**src/rtl/mm_result_reader_pkg.sv**
```systemverilog
// Shared constants, state encoding and FIFO word type for the matrix-result reader.
// The MM_READER_CHECKSUM_EN build option uses CSUM_W from here.
package mm_result_reader_pkg;

    localparam int DEPTH  = 64;
    localparam int DATA_W = 19;
    localparam int ADDR_W = 6;
    localparam int CSUM_W = DATA_W + ADDR_W;

    typedef enum logic [1:0] {
        ST_IDLE  = 2'd0,
        ST_READ  = 2'd1,
        ST_DRAIN = 2'd2,
        ST_DONE  = 2'd3
    } state_e;

    typedef struct packed {
        logic              last;
        logic [ADDR_W-1:0] idx;
        logic [DATA_W-1:0] data;
    } rd_word_t;

endpackage

```
**src/rtl/mm_reader_fifo.sv**
```systemverilog
// Two-entry FIFO holding returned result words with their address and last flag.
// Storage is cleared on reset so the head reads as zero until the first push.
module mm_reader_fifo
    import mm_result_reader_pkg::*;
(
    input  logic       clk_i,
    input  logic       rst_ni,
    input  logic       push_i,
    input  rd_word_t   din_i,
    input  logic       pop_i,
    output rd_word_t   dout_o,
    output logic       full_o,
    output logic       empty_o,
    output logic [1:0] count_o
);

    rd_word_t   mem_q [2];
    logic       wr_ptr_q;
    logic       rd_ptr_q;
    logic [1:0] count_q;
    logic       do_push;
    logic       do_pop;

    assign do_pop  = pop_i && (count_q != 2'd0);
    // A push into a full FIFO is only legal when the head leaves on the same edge.
    assign do_push = push_i && ((count_q != 2'd2) || do_pop);

    always_ff @(posedge clk_i or negedge rst_ni) begin
        if (!rst_ni) begin
            mem_q[0] <= '0;
            mem_q[1] <= '0;
            wr_ptr_q <= 1'b0;
            rd_ptr_q <= 1'b0;
            count_q  <= 2'd0;
        end else begin
            if (do_push) begin
                mem_q[wr_ptr_q] <= din_i;
                wr_ptr_q        <= ~wr_ptr_q;
            end
            if (do_pop) begin
                rd_ptr_q <= ~rd_ptr_q;
            end
            count_q <= count_q + {1'b0, do_push} - {1'b0, do_pop};
        end
    end

    assign dout_o  = mem_q[rd_ptr_q];
    assign full_o  = (count_q == 2'd2);
    assign empty_o = (count_q == 2'd0);
    assign count_o = count_q;

endmodule

```
**src/rtl/mm_result_reader.sv**
```systemverilog
// Streams the 8x8 product matrix out of the result RAM in address order through a 2-entry FIFO.
// Define MM_READER_CHECKSUM_EN to add a signed running checksum of the transferred words.
module mm_result_reader
    import mm_result_reader_pkg::*;
(
    input  logic                     clk_i,
    input  logic                     rst_ni,
    input  logic                     start_i,
    output logic                     ram_rd_en_o,
    output logic [ADDR_W-1:0]        ram_addr_o,
    input  logic [DATA_W-1:0]        ram_data_i,
    output logic                     out_valid_o,
    input  logic                     out_ready_i,
    output logic [DATA_W-1:0]        out_data_o,
    output logic [ADDR_W-1:0]        out_index_o,
    output logic                     out_last_o,
`ifdef MM_READER_CHECKSUM_EN
    output logic signed [CSUM_W-1:0] checksum_o,
`endif
    output logic                     busy_o,
    output logic                     done_o
);

    localparam logic [ADDR_W-1:0] LAST_ADDR = ADDR_W'(DEPTH - 1);

    state_e            state_q;
    logic [ADDR_W-1:0] addr_q;
    logic              prime_q;
    logic              dvld_q;
    logic [ADDR_W-1:0] idx_q;
    logic              busy_q;
    logic              done_q;

    rd_word_t          fifo_din;
    rd_word_t          fifo_head;
    logic              fifo_full;
    logic              fifo_empty;
    logic [1:0]        fifo_count;
    logic [2:0]        used;
    logic              pop;
    logic              issue;
    logic              start_ok;

    assign start_ok = ((state_q == ST_IDLE) || (state_q == ST_DONE)) && start_i;
    assign pop      = !fifo_empty && out_ready_i;

    // Words held plus the one on the RAM bus; a word leaving this cycle frees a slot.
    assign used  = {1'b0, fifo_count} + {2'b00, dvld_q};
    assign issue = (state_q == ST_READ) && !prime_q && !fifo_full &&
                   (used < (3'd2 + {2'b00, pop}));

    assign fifo_din = '{last: (idx_q == LAST_ADDR), idx: idx_q, data: ram_data_i};

    mm_reader_fifo u_fifo (
        .clk_i   (clk_i),
        .rst_ni  (rst_ni),
        .push_i  (dvld_q),
        .din_i   (fifo_din),
        .pop_i   (pop),
        .dout_o  (fifo_head),
        .full_o  (fifo_full),
        .empty_o (fifo_empty),
        .count_o (fifo_count)
    );

    // prime_q idles the first READ cycle so the first word appears three cycles after start.
    always_ff @(posedge clk_i or negedge rst_ni) begin
        if (!rst_ni) begin
            state_q <= ST_IDLE;
            addr_q  <= '0;
            prime_q <= 1'b0;
            dvld_q  <= 1'b0;
            idx_q   <= '0;
            busy_q  <= 1'b0;
            done_q  <= 1'b0;
        end else begin
            dvld_q <= issue;
            if (issue) begin
                idx_q <= addr_q;
            end
            case (state_q)
                ST_IDLE, ST_DONE: begin
                    if (start_ok) begin
                        state_q <= ST_READ;
                        addr_q  <= '0;
                        prime_q <= 1'b1;
                        busy_q  <= 1'b1;
                        done_q  <= 1'b0;
                    end
                end
                ST_READ: begin
                    prime_q <= 1'b0;
                    if (issue) begin
                        if (addr_q == LAST_ADDR) begin
                            state_q <= ST_DRAIN;
                        end else begin
                            addr_q <= addr_q + 1'b1;
                        end
                    end
                end
                ST_DRAIN: begin
                    if (pop && fifo_head.last) begin
                        state_q <= ST_DONE;
                        busy_q  <= 1'b0;
                        done_q  <= 1'b1;
                    end
                end
                default: state_q <= ST_IDLE;
            endcase
        end
    end

`ifdef MM_READER_CHECKSUM_EN
    logic signed [CSUM_W-1:0] csum_q;

    always_ff @(posedge clk_i or negedge rst_ni) begin
        if (!rst_ni) begin
            csum_q <= '0;
        end else if (start_ok) begin
            csum_q <= '0;
        end else if (pop) begin
            csum_q <= csum_q + $signed({{ADDR_W{fifo_head.data[DATA_W-1]}}, fifo_head.data});
        end
    end

    assign checksum_o = csum_q;
`endif

    assign ram_rd_en_o = issue;
    assign ram_addr_o  = addr_q;
    assign out_valid_o = !fifo_empty;
    assign out_data_o  = fifo_head.data;
    assign out_index_o = fifo_head.idx;
    assign out_last_o  = fifo_head.last;
    assign busy_o      = busy_q;
    assign done_o      = done_q;

endmodule

```
**config.mk**
```make
export PLATFORM = sky130hd
export DESIGN_NAME = mm_result_reader
export DESIGN_NICKNAME = d
export VERILOG_FILES = /design/src/rtl/mm_result_reader_pkg.sv /design/src/rtl/mm_reader_fifo.sv /design/src/rtl/mm_result_reader.sv
export SDC_FILE = /design/constraint.sdc
export NUM_CORES = 1
export LEC_CHECK = 0
export CAP_MARGIN = 20
export CELL_PAD_IN_SITES_DETAIL_PLACEMENT = 1
export CELL_PAD_IN_SITES_GLOBAL_PLACEMENT = 1
export CORE_ASPECT_RATIO = 1.25
export CORE_UTILIZATION = 46
export DETAILED_ROUTE_END_ITERATION = 10
export GPL_ROUTABILITY_DRIVEN = 0
export PLACE_DENSITY = 0.82
export SYNTH_ARGS = -nofsm -noshare
export SYNTH_HDL_FRONTEND = slang
export SYNTH_SLANG_ARGS = --single-unit
```
**constraint.sdc**
```tcl
create_clock -name clk_i -period 2.9 [get_ports clk_i]
set_input_delay 0.29 -clock clk_i [delete_from_list [all_inputs] [get_ports clk_i]]
set_output_delay 0.29 -clock clk_i [all_outputs]
set_load 0.02 [all_outputs]
```
==> impl_results.md <==
* Total GRT Usage at about a fifth
* Clk Latency, worst-skew pair at ~0.34 ns
* Max Freq at 410.7 MHz
* Horiz. Die Dim at 78.77 µm
* Switching share of power at 35.12%
* Fin. Hold Viols at 0
* Post-synthesis sequential area ratio at 54.65%
* Synth Area per Inst at 13.39 µm²
* Placed cell areas at between 0.004 and 0.005 mm²
* DRC errors left at 0
* Critical Path End Type: primary output
* Largest net degree at the start of global routing at 38
* TNS Setup at 0 ns
* Antenna Nets Post-Route at 0
* Grt total ovfl at 0
* Worst hold path type: in -> async
* RR Startpoint: state_q[1]
* Internal cell power at about 3.1 mW
* Vias per cell at 5.451
* Worst Skew at slightly above 0.009 ns
* Die area at 0.007715 mm²
* Number of clock sinks at 74
* Final Instance Area at about 0.0043 mm²
* Reg clk slew, reported paths at ~0.08 ns
* Rows at 34
* Cts repair resizes at 0
* Cell area power density at 1120 mW/mm²
* PortBufs at 58
* Synthesis-to-finish area growth at 27.59%
* Critical path startpoint category: flip-flop
* Maximum Capacitance Violations at 0
* # nets final at 351
* Max rail drop VDD at 558.1 µV
* Critical Path RT at between 2 and 3 ns
* Fraction of layout cells with a size suffix above 1 at between 30% and 40%
* First-pass DRT Iterations at 4
* Syn. warnings at 0
* Core Area at 0.007062 mm²
* Status: finished, final reports clean
* Critical path class: reg -> out
* ANT cells at 0
* Starting density of the core at 47.98%
* Yosys cell types at 34
* Post-layout min period at 2.435 ns
* Slew Limit Headroom at a little over half
* Post-place setup slack at 0.5860 ns
* Initial DRC count at 71
* # fillers at 717
* First-pass GRT wire length at 12.25 mm
* H-tree Lvls at 3
* Reg area at 0.001852 mm²
* Synthesized cell area at between 0.003 and 0.004 mm²
* Slew Viols, Final at 0
* Top cell type's share of synthesized area at 54.65%
* Top cells by area, synth: dfrtp_1 (55%), mux2_2 (27%), ha_1 (2.6%)
* DR vias at 2,262
* Syn nets at 283
* CTS Buf Count at 9
* Combinational Power Share at between 40% and 50%
* Start point of the critical path: u_fifo.count_o[0]
* Die Y-Extent at between 90 and 100 µm
* Area of the multi-input gates at about 0.0014 mm²
* Sequential fraction of design power at a little over a third
* # IOs at 59
* Worst-case clock buffer depth at 2
* #FFs+latches synth at 74
* Worst EP arrival at about 2.2 ns
* Slew of the pin with the lowest slew margin at around 0.70 ns
* Final Cycle Share at 83.97%
* WHS at 0.2839 ns
* Sw power at 1.701 mW
* Initial antenna violation count at 0
* Dpl hpwl at 4.915 mm
* Routed wire length at around 7 mm
* Dominant cell type by area after synthesis: dfrtp_1
* Number of global-route vias before repair at approximately 2,500
* Final setup violation count at 0
* Wirelength per Cell at 17.09 µm
* CP max FO at 4
* CTS tree: yes
* Root Buffer: clkbuf_8
* RSZ-0062 raised after global routing: no
* Fin worst setup slack at 0.4648 ns
* Leak Pwr at ~1.9 nW
* Mapped Cells at 253
* Clock share of power at between 10% and 20%
[synthesized netlist by cell type]
cell	number
a211o_1	1
a211oi_1	1
a21oi_1	4
a2bb2oi_1	1
a31o_2	1
a32o_1	3
buf_1	2
buf_2	3
buf_4	2
clkbuf_1	2
dfrtp_1	74
ha_1	7
inv_1	13
mux2_1	1
mux2_2	82
nand2_1	15
nand2_2	1
nand3_1	5
nand4_1	1
nand4_4	1
nor2_1	4
nor2_2	1
nor3_1	1
nor3b_1	1
o211ai_1	2
o21ai_0	6
o21ai_2	3
o221ai_1	2
o22ai_1	3
o41ai_1	1
or2_2	2
or3_1	2
or3_4	1
xnor2_1	4
[state kept, by name, indices dropped and copies added, names as in the netlist]
name,cells
u_fifo.mem_q,52
idx_q,6
ram_addr_o,6
state_q,2
u_fifo.count_o,2
busy_o,1
done_o,1
dvld_q,1
prime_q,1
u_fifo.rd_ptr_q,1
u_fifo.wr_ptr_q,1
[cell type report]
class                           count  share of cell area (%)
Clock buffer                       10                   3.184
Clock inverter                      5                   1.823
Inverter                           13                   1.129
Multi-Input combinational cell    157                   33.37
Sequential cell                    74                   42.84
Tap cell                           90                   2.605
Timing Repair Buffer               66                   15.05
[path summary, 6_finish.rpt]
path | to | cells past startpoint | slack (ns)
setup / recovery | ram_rd_en_o | 6 | 0.46
hold / removal | u_fifo.mem_q[4] | 2 | 0.28
setup reg to reg | ram_addr_o[2] | 5 | 0.73
hold reg to reg | u_fifo.mem_q[20] | 1 | 0.50
max in group asynchronous | u_fifo.mem_q[47] | 3 | 1.96
min in group clk_i | u_fifo.mem_q[20] | 1 | 0.50
[what timing repair did]
action / CTS / global route
hold buffers: 1 / 0
endpoints found under the hold margin: 1 / 0
setup buffers: 0 / 0
[layout by cell type, fill, tap and decap left out, drive strengths merged, types with 5 or more instances in the layout]
| master | n |
|---|---|
| buf | 8 |
| clkbuf | 10 |
| clkdlybuf4s50 | 57 |
| dfrtp | 74 |
| ha | 7 |
| inv | 13 |
| mux2 | 83 |
| nand2 | 16 |
| nand3 | 5 |
| nor2 | 5 |
| o21ai | 9 |
[power by group through the flow]
stage          combinational [mW]  sequential, mW  clock (mW)
6_report                     2.27            1.70       0.869
5_1_grt                      2.45            1.77       0.940
4_1_cts                      2.31            1.70       0.893
3_5_place_dp                 2.28            1.72           0
3_3_place_gp                 2.23            1.69           0
2_1_floorplan                1.44            1.68           0
[per-stage QoR]
step / power, mW / utilization (%) / instances
after floorplan: 3.118 / - / 253
after global placement: 3.917 / 58.01 / 399
after detailed placement: 3.997 / 58.01 / 399
after CTS: 4.906 / 61.22 / 415
after global routing: 5.154 / 61.22 / 415
final: 4.844 / 61.22 / 415
[layer usage]
layer  vias up  GRT usage, %  routed length [µm]
met5         -             0                   0
met2        56         36.05                3636
met3        14         2.804                 289
li1       1042             -                   -
met1      1150         25.60                3027
met4         0         8.547                 141
[logic make-up (layout without fill, tap and decap cells)]
group / Yosys count / count (layout) / share of synthesized area (%)
compound gates: 28 / 28 / 5.909
xor+xnor: 4 / 4 / 1.034
fa+ha+maj: 7 / 7 / 2.585
buf+inv: 22 / 94 / 2.770
flops: 74 / 74 / 54.65
mux: 83 / 83 / 27.59
simple gates: 35 / 35 / 5.465
[critical path, cell delays in order (launching register included)]
cell and delay, ns:
dfrtp_1 0.42, ha_1 0.19, ha_1 0.28, o21ai_2 0.09, nand4_4 0.12, inv_1 0.10
clkdlybuf4s50_1 0.60
No activity file was read; power rests on OpenSTA's default activity.
